<file path="src/rtl/sccb_slave.sv">
// rtl/sccb_slave.sv - SCCB camera-side responder with register port; define SCCB_AUTOINC_EN for address auto-increment
module sccb_slave #(
    parameter logic [6:0] DEV_ID      = 7'h3C,
    parameter int         SYNC_STAGES = 2
) (
    input  logic        clk,
    input  logic        rst,
    input  logic        scl_in,
    input  logic        sda_in,
    output logic        sda_oe,
    output logic [15:0] reg_addr,
    output logic [7:0]  reg_wdata,
    output logic        reg_we,
    output logic        reg_re,
    input  logic [7:0]  reg_rdata,
    output logic        busy,
    output logic        id_miss
);
    typedef enum logic [3:0] {
        IDLE, ID, ID_ACK, ADDR_H, AH_ACK, ADDR_L, AL_ACK,
        WDATA, WD_ACK, RDATA, RD_ACK, WAIT_STOP
    } state_t;

    logic [SYNC_STAGES-1:0] scl_sync;
    logic [SYNC_STAGES-1:0] sda_sync;
    logic                   scl_d;
    logic                   sda_d;
    logic                   scl_s;
    logic                   sda_s;
    logic                   start_det;
    logic                   stop_det;
    logic                   scl_rise;
    logic                   scl_fall;
    logic [7:0]             byte_in;

    state_t      state;
    state_t      state_nxt;
    logic [2:0]  bit_cnt;
    logic [2:0]  bit_cnt_nxt;
    logic [7:0]  shift;
    logic [7:0]  shift_nxt;
    logic        sda_oe_nxt;
    logic [15:0] addr_nxt;
    logic [7:0]  wdata_nxt;
    logic        we_nxt;
    logic        re_nxt;
    logic        busy_nxt;
    logic        id_miss_nxt;
    logic        load_pend;     // reg_rdata is valid this clk; load it and drive the MSB
    logic        load_nxt;
    logic        ack_rise;      // master ACK seen on the 9th rise of a read byte
    logic        ack_rise_nxt;
    logic        more;          // a write byte already landed in this transfer
    logic        more_nxt;

    // Synchronize bus lines; idle-high reset values keep reset release from looking like START
    always_ff @(posedge clk or posedge rst) begin
        if (rst) begin
            scl_sync <= '1;
            sda_sync <= '1;
            scl_d    <= 1'b1;
            sda_d    <= 1'b1;
        end else begin
            scl_sync <= {scl_sync[SYNC_STAGES-2:0], scl_in};
            sda_sync <= {sda_sync[SYNC_STAGES-2:0], sda_in};
            scl_d    <= scl_s;
            sda_d    <= sda_s;
        end
    end

    assign scl_s     = scl_sync[SYNC_STAGES-1];
    assign sda_s     = sda_sync[SYNC_STAGES-1];
    assign start_det = scl_s & scl_d & sda_d & ~sda_s;
    assign stop_det  = scl_s & scl_d & ~sda_d & sda_s;
    assign scl_rise  = scl_s & ~scl_d;
    assign scl_fall  = ~scl_s & scl_d;
    assign byte_in   = {shift[6:0], sda_s};

    // State and datapath registers
    always_ff @(posedge clk or posedge rst) begin
        if (rst) begin
            state     <= IDLE;
            bit_cnt   <= 3'd0;
            shift     <= 8'h00;
            sda_oe    <= 1'b0;
            reg_addr  <= 16'h0000;
            reg_wdata <= 8'h00;
            reg_we    <= 1'b0;
            reg_re    <= 1'b0;
            busy      <= 1'b0;
            id_miss   <= 1'b0;
            load_pend <= 1'b0;
            ack_rise  <= 1'b0;
            more      <= 1'b0;
        end else begin
            state     <= state_nxt;
            bit_cnt   <= bit_cnt_nxt;
            shift     <= shift_nxt;
            sda_oe    <= sda_oe_nxt;
            reg_addr  <= addr_nxt;
            reg_wdata <= wdata_nxt;
            reg_we    <= we_nxt;
            reg_re    <= re_nxt;
            busy      <= busy_nxt;
            id_miss   <= id_miss_nxt;
            load_pend <= load_nxt;
            ack_rise  <= ack_rise_nxt;
            more      <= more_nxt;
        end
    end

    // Next-state decode; ACK states toggle sda_oe on each SCL fall (first fall pulls, second releases)
    always_comb begin
        state_nxt    = state;
        bit_cnt_nxt  = bit_cnt;
        shift_nxt    = shift;
        sda_oe_nxt   = sda_oe;
        addr_nxt     = reg_addr;
        wdata_nxt    = reg_wdata;
        we_nxt       = 1'b0;
        re_nxt       = 1'b0;
        busy_nxt     = busy;
        id_miss_nxt  = 1'b0;
        load_nxt     = 1'b0;
        ack_rise_nxt = ack_rise;
        more_nxt     = more;

        if (start_det) begin
            state_nxt    = ID;
            bit_cnt_nxt  = 3'd0;
            sda_oe_nxt   = 1'b0;
            busy_nxt     = 1'b1;
            ack_rise_nxt = 1'b0;
            more_nxt     = 1'b0;
        end else if (stop_det) begin
            state_nxt    = IDLE;
            bit_cnt_nxt  = 3'd0;
            sda_oe_nxt   = 1'b0;
            busy_nxt     = 1'b0;
            ack_rise_nxt = 1'b0;
            more_nxt     = 1'b0;
        end else if (load_pend) begin
            shift_nxt  = reg_rdata;
            sda_oe_nxt = ~reg_rdata[7];
        end else begin
            case (state)
                IDLE: ;
                ID: begin
                    if (scl_rise) begin
                        shift_nxt   = byte_in;
                        bit_cnt_nxt = bit_cnt + 3'd1;
                        if (bit_cnt == 3'd7) begin
                            if (byte_in[7:1] == DEV_ID) begin
                                state_nxt = ID_ACK;
                            end else begin
                                id_miss_nxt = 1'b1;
                                state_nxt   = WAIT_STOP;
                            end
                        end
                    end
                end
                ID_ACK: begin
                    if (scl_fall) begin
                        sda_oe_nxt = ~sda_oe;
                        if (sda_oe) begin
                            if (shift[0]) begin
                                re_nxt    = 1'b1;
                                load_nxt  = 1'b1;
                                state_nxt = RDATA;
                            end else begin
                                state_nxt = ADDR_H;
                            end
                        end
                    end
                end
                ADDR_H: begin
                    if (scl_rise) begin
                        shift_nxt   = byte_in;
                        bit_cnt_nxt = bit_cnt + 3'd1;
                        if (bit_cnt == 3'd7) begin
                            addr_nxt[15:8] = byte_in;
                            state_nxt      = AH_ACK;
                        end
                    end
                end
                AH_ACK: begin
                    if (scl_fall) begin
                        sda_oe_nxt = ~sda_oe;
                        if (sda_oe) state_nxt = ADDR_L;
                    end
                end
                ADDR_L: begin
                    if (scl_rise) begin
                        shift_nxt   = byte_in;
                        bit_cnt_nxt = bit_cnt + 3'd1;
                        if (bit_cnt == 3'd7) begin
                            addr_nxt[7:0] = byte_in;
                            state_nxt     = AL_ACK;
                        end
                    end
                end
                AL_ACK: begin
                    if (scl_fall) begin
                        sda_oe_nxt = ~sda_oe;
                        if (sda_oe) begin
                            more_nxt  = 1'b0;
                            state_nxt = WDATA;
                        end
                    end
                end
                WDATA: begin
                    if (scl_rise) begin
                        shift_nxt   = byte_in;
                        bit_cnt_nxt = bit_cnt + 3'd1;
                        if (bit_cnt == 3'd7) begin
                            wdata_nxt = byte_in;
                            we_nxt    = 1'b1;
                            if (more) addr_nxt = reg_addr + 16'd1;
                            state_nxt = WD_ACK;
                        end
                    end
                end
                WD_ACK: begin
                    if (scl_fall) begin
                        sda_oe_nxt = ~sda_oe;
                        if (sda_oe) begin
`ifdef SCCB_AUTOINC_EN
                            more_nxt  = 1'b1;
                            state_nxt = WDATA;
`else
                            state_nxt = WAIT_STOP;
`endif
                        end
                    end
                end
                RDATA: begin
                    if (scl_rise) begin
                        bit_cnt_nxt = bit_cnt + 3'd1;
                        if (bit_cnt == 3'd7) begin
                            ack_rise_nxt = 1'b0;
                            state_nxt    = RD_ACK;
                        end
                    end else if (scl_fall && bit_cnt != 3'd0) begin
                        shift_nxt  = {shift[6:0], 1'b0};
                        sda_oe_nxt = ~shift[6];
                    end
                end
                RD_ACK: begin
                    if (scl_rise) begin
                        if (sda_s) state_nxt = WAIT_STOP;
                        else       ack_rise_nxt = 1'b1;
                    end else if (scl_fall) begin
                        sda_oe_nxt = 1'b0;
                        if (ack_rise) begin
                            ack_rise_nxt = 1'b0;
                            re_nxt       = 1'b1;
                            load_nxt     = 1'b1;
`ifdef SCCB_AUTOINC_EN
                            addr_nxt     = reg_addr + 16'd1;
`endif
                            state_nxt    = RDATA;
                        end
                    end
                end
                WAIT_STOP: ;
                default: state_nxt = IDLE;
            endcase
        end
    end
endmodule

</file>
<file path="config.mk">
export PLATFORM = sky130hd
export DESIGN_NAME = sccb_slave
export DESIGN_NICKNAME = d
export VERILOG_FILES = /design/src/rtl/sccb_slave.sv
export SDC_FILE = /design/constraint.sdc
export NUM_CORES = 1
export LEC_CHECK = 0
export CORE_ASPECT_RATIO = 0.7
export CORE_MARGIN = 3
export CORE_UTILIZATION = 54
export DETAILED_ROUTE_END_ITERATION = 10
export GPL_TIMING_DRIVEN = 0
export PLACE_DENSITY_LB_ADDON = 0.2
export SYNTH_ARGS = -nofsm -noshare
export SYNTH_HDL_FRONTEND = slang
export SYNTH_SLANG_ARGS = --single-unit
</file>
<file path="constraint.sdc">
create_clock -name clk -period 2.7 [get_ports clk]
set_input_delay 0.54 -clock clk [delete_from_list [all_inputs] [get_ports clk]]
set_output_delay 0.54 -clock clk [all_outputs]
set_load 0.02 [all_outputs]
</file>
==> impl_metrics.toml <==
[worst_setup_path]
critPathLaunchType = "register"
cp_top_family = "buffers and inverters"
critical_path_required_ps = 2890
rr_worst_depth = 6
critical_path_buf_inv_count = 2
slowest_stage = "dfstp_2"
path_class = "register to register"
crit_cells = 6
path_cells = "clkbuf_1 -> xor2_1 -> a211oi_2 -> and3b_1 -> buf_2 -> mux2_1"
critPathMaxStageDelay_ps = 540
critPathCaptureType = "register"
worstPathArrival_ps = 2680
cp_max_fo = 10

[timing]
fin_crit_sh = 0.922
finalCriticalPeriod_ps = 2490
hold_violations = 0
skew_ps = 7.15
fmax_mhz = 402
worst_pin_slew_ps = 627
drv_slew = 0
setup_viol = 0
rsz0062_at_grt = "false"
timing.final.ws_setup_ps = 211
relSlewSlack = 0.582
finalSetupTns_ps = 0

[route]
drtIter0Drc = 206
vias = 2303
vias_per_cell = 5.95
wire_per_inst_um = 17.3
routed_wl_mm = 6.69
dr.pass1.iters = 5
drc = 0
antenna_left = 0

[yosys]
syn_avg_cell_area_um2 = 9.95
ys_ff_latch = 50
synthCells = 272
synth_edf_count = 0
synth_fp_nets = 292
syn_area_mm2 = 0.00271
yosys_warnings = 0
yosys.cell_types.count = 60
async_flop_share = 1.00
synth_sequential_area_ratio = 0.465
synth_flop_cell = "dfrtp_1"

[placement]
place_congestion = 1.00
pre_cts_ws_ps = 36.4
port_buffers = 40
hpwlAfterDp_mm = 5.04

[layout]
layout_common_cells = "dfrtp_1, clkdlybuf4s50_1, nand2_1, nor2_1, a21oi_1"
layout_commonest_cell = "dfrtp_1"
drive_gt1_frac = 0.146
fill_cells = 350
areaGrowthSynthToFinish_pct = 22.9
multi_input_area_mm2 = 0.00130
fin_nets = 340
final-seq-area_mm2 = 0.00126
n_antenna_cell = 0

[clock_tree]
tritoncts = "built"
ctsHoldBuffers = 0
clk_latency_ps = 300
cts.sinks = 50
cts_max_level = 2
cts_max_path_buffers = 2
cts_root_buf = "clkbuf_8"
clk_pin_slew_worst_paths_ps = 90
cts_buffers = 5

[floorplanning]
initial_core_util = 0.591
core_area_mm2 = 0.00458
die_area_mm2 = 0.00591
die_w_um = 90.6
rows = 20
ios = 41
die_h_um = 65.2

[grt]
grt-ovfl-total = 0
grt_max_degree = 31
track_usage = 0.243
grt_antenna_before_repair = 0
grt_pass1_vias = 2228
grt_pass1_wl_mm = 11.3

[status]
status = "finished clean"

[power]
vdd_drop_max_uv = 360
p_per_area_mw_per_mm2 = 553
p_leak_nw = 1.53

[min_path]
hold_path_class = "register to register"
hold_depth = 0

[run]
max_cap_viol_count = 0
## worst paths after layout
kind	startpoint	endpoint	slack, ps
setup reg to reg	sda_sync[1]$_DFF_PP1_	reg_addr[12]$_DFFE_PP0P_	210
max in group asynchronous	rst	state[3]$_DFFE_PP0P_	1630
hold reg to reg	scl_sync[0]$_DFF_PP1_	scl_sync[1]$_DFF_PP1_	360
hold / removal	scl_sync[0]$_DFF_PP1_	scl_sync[1]$_DFF_PP1_	360
setup / recovery	sda_sync[1]$_DFF_PP1_	reg_addr[12]$_DFFE_PP0P_	210
min in group asynchronous	rst	reg_we$_DFF_PP0_	550
## worst register-to-register path, delay by kind of cell (launching register included)
family,cells,cell delay [ps]
buffers and inverters,2,610
multiplexers,1,350
flip-flops,1,540
AO/OA/AOI/OAI,1,430
XOR/XNOR,1,180
AND/OR/NAND/NOR,1,260
## power breakdown
part	internal, mW	leakage, nW	switching, mW
Sequential	0.794	0.642	0.0620
Combinational	0.178	0.830	0.270
Clock	0.278	0.0585	0.257
Total	1.25	1.53	0.589
## synthesized netlist by cell type (all sizes together) (2+ instances only)
| cell type | number | area, um^2 |
|---|---|---|
| o21ai | 15 | 75.1 |
| a211oi | 5 | 50.1 |
| a221oi | 3 | 32.5 |
| o221ai | 2 | 17.5 |
| clkbuf | 4 | 15.0 |
| nand2 | 24 | 90.1 |
| dfstp | 6 | 158 |
| dfrtp | 44 | 1100 |
| a21o | 4 | 30.0 |
| nor2b | 2 | 12.5 |
| a31oi | 4 | 25.0 |
| nor3 | 4 | 20.0 |
| xnor2 | 2 | 17.5 |
| ha | 8 | 100 |
| inv | 15 | 56.3 |
| nand2b | 4 | 25.0 |
| and2 | 2 | 12.5 |
| a21oi | 17 | 85.1 |
| and3 | 5 | 31.3 |
| o21a | 2 | 15.0 |
| o211ai | 3 | 27.5 |
| o31ai | 2 | 15.0 |
| nand3 | 10 | 50.1 |
| nor2 | 22 | 82.6 |
| mux2 | 14 | 161 |
| buf | 14 | 77.6 |
| mux2i | 11 | 110 |
| nand4 | 2 | 12.5 |
| and4bb | 2 | 25.0 |
## area by class of cell
type                       count  share of cell area
buffer                        18              0.0278
clock buffer                   5              0.0207
clock inverter                 3              0.0132
inverter                      15              0.0169
multi-input combinational    189               0.392
sequential                    50               0.378
tap                           66              0.0248
timing repair buffer          41               0.126
## flip-flops by register name, summed over array words and instances, names as in the netlist, 2 cells and up
register / flops
bit_cnt: 3
reg_addr: 16
reg_wdata: 8
scl_sync: 2
sda_sync: 2
shift: 7
state: 4
## cells by family (layout without fill, tap and decap cells)
group / Yosys count / count (layout) / share of synthesized area
adders and majority gates: 8 / 8 / 0.0370
AOI/OAI and AO/OA: 65 / 65 / 0.167
buffers and inverters: 33 / 82 / 0.0550
and+or+nand+nor: 88 / 88 / 0.166
xor gates and xnor gates: 3 / 3 / 0.00972
muxes: 25 / 25 / 0.100
DFF: 50 / 50 / 0.465
## metal layers
metal	share of wire	track usage	vias to the layer above	routed length (um)
li1	-	-	1067	-
met1	0.47	0.371	1120	3170
met2	0.42	0.345	108	2800
met3	0.096	0.0503	8	643
met4	0.012	0.0706	0	79
met5	0	0	-	0
## per-stage QoR
step	total power [mW]	std cells	hold slack, ps	util	cell area (um^2)
finish	1.84	387	364	0.726	3330
global route	1.93	387	369	0.726	3330
CTS	1.83	387	364	0.725	3320
detailed placement	1.30	379	349	0.701	3210
global placement	1.29	378	348	0.696	3190
floorplan	1.16	272	345	-	2710
## what timing repair did
| item | 4_1_cts | 5_1_grt |
|---|---|---|
| buffers inserted | 0 | 0 |
| setup endpoints to repair | 0 | 16 |
| gates resized for setup | 0 | 1 |
Power figures use the tool's default switching activity.
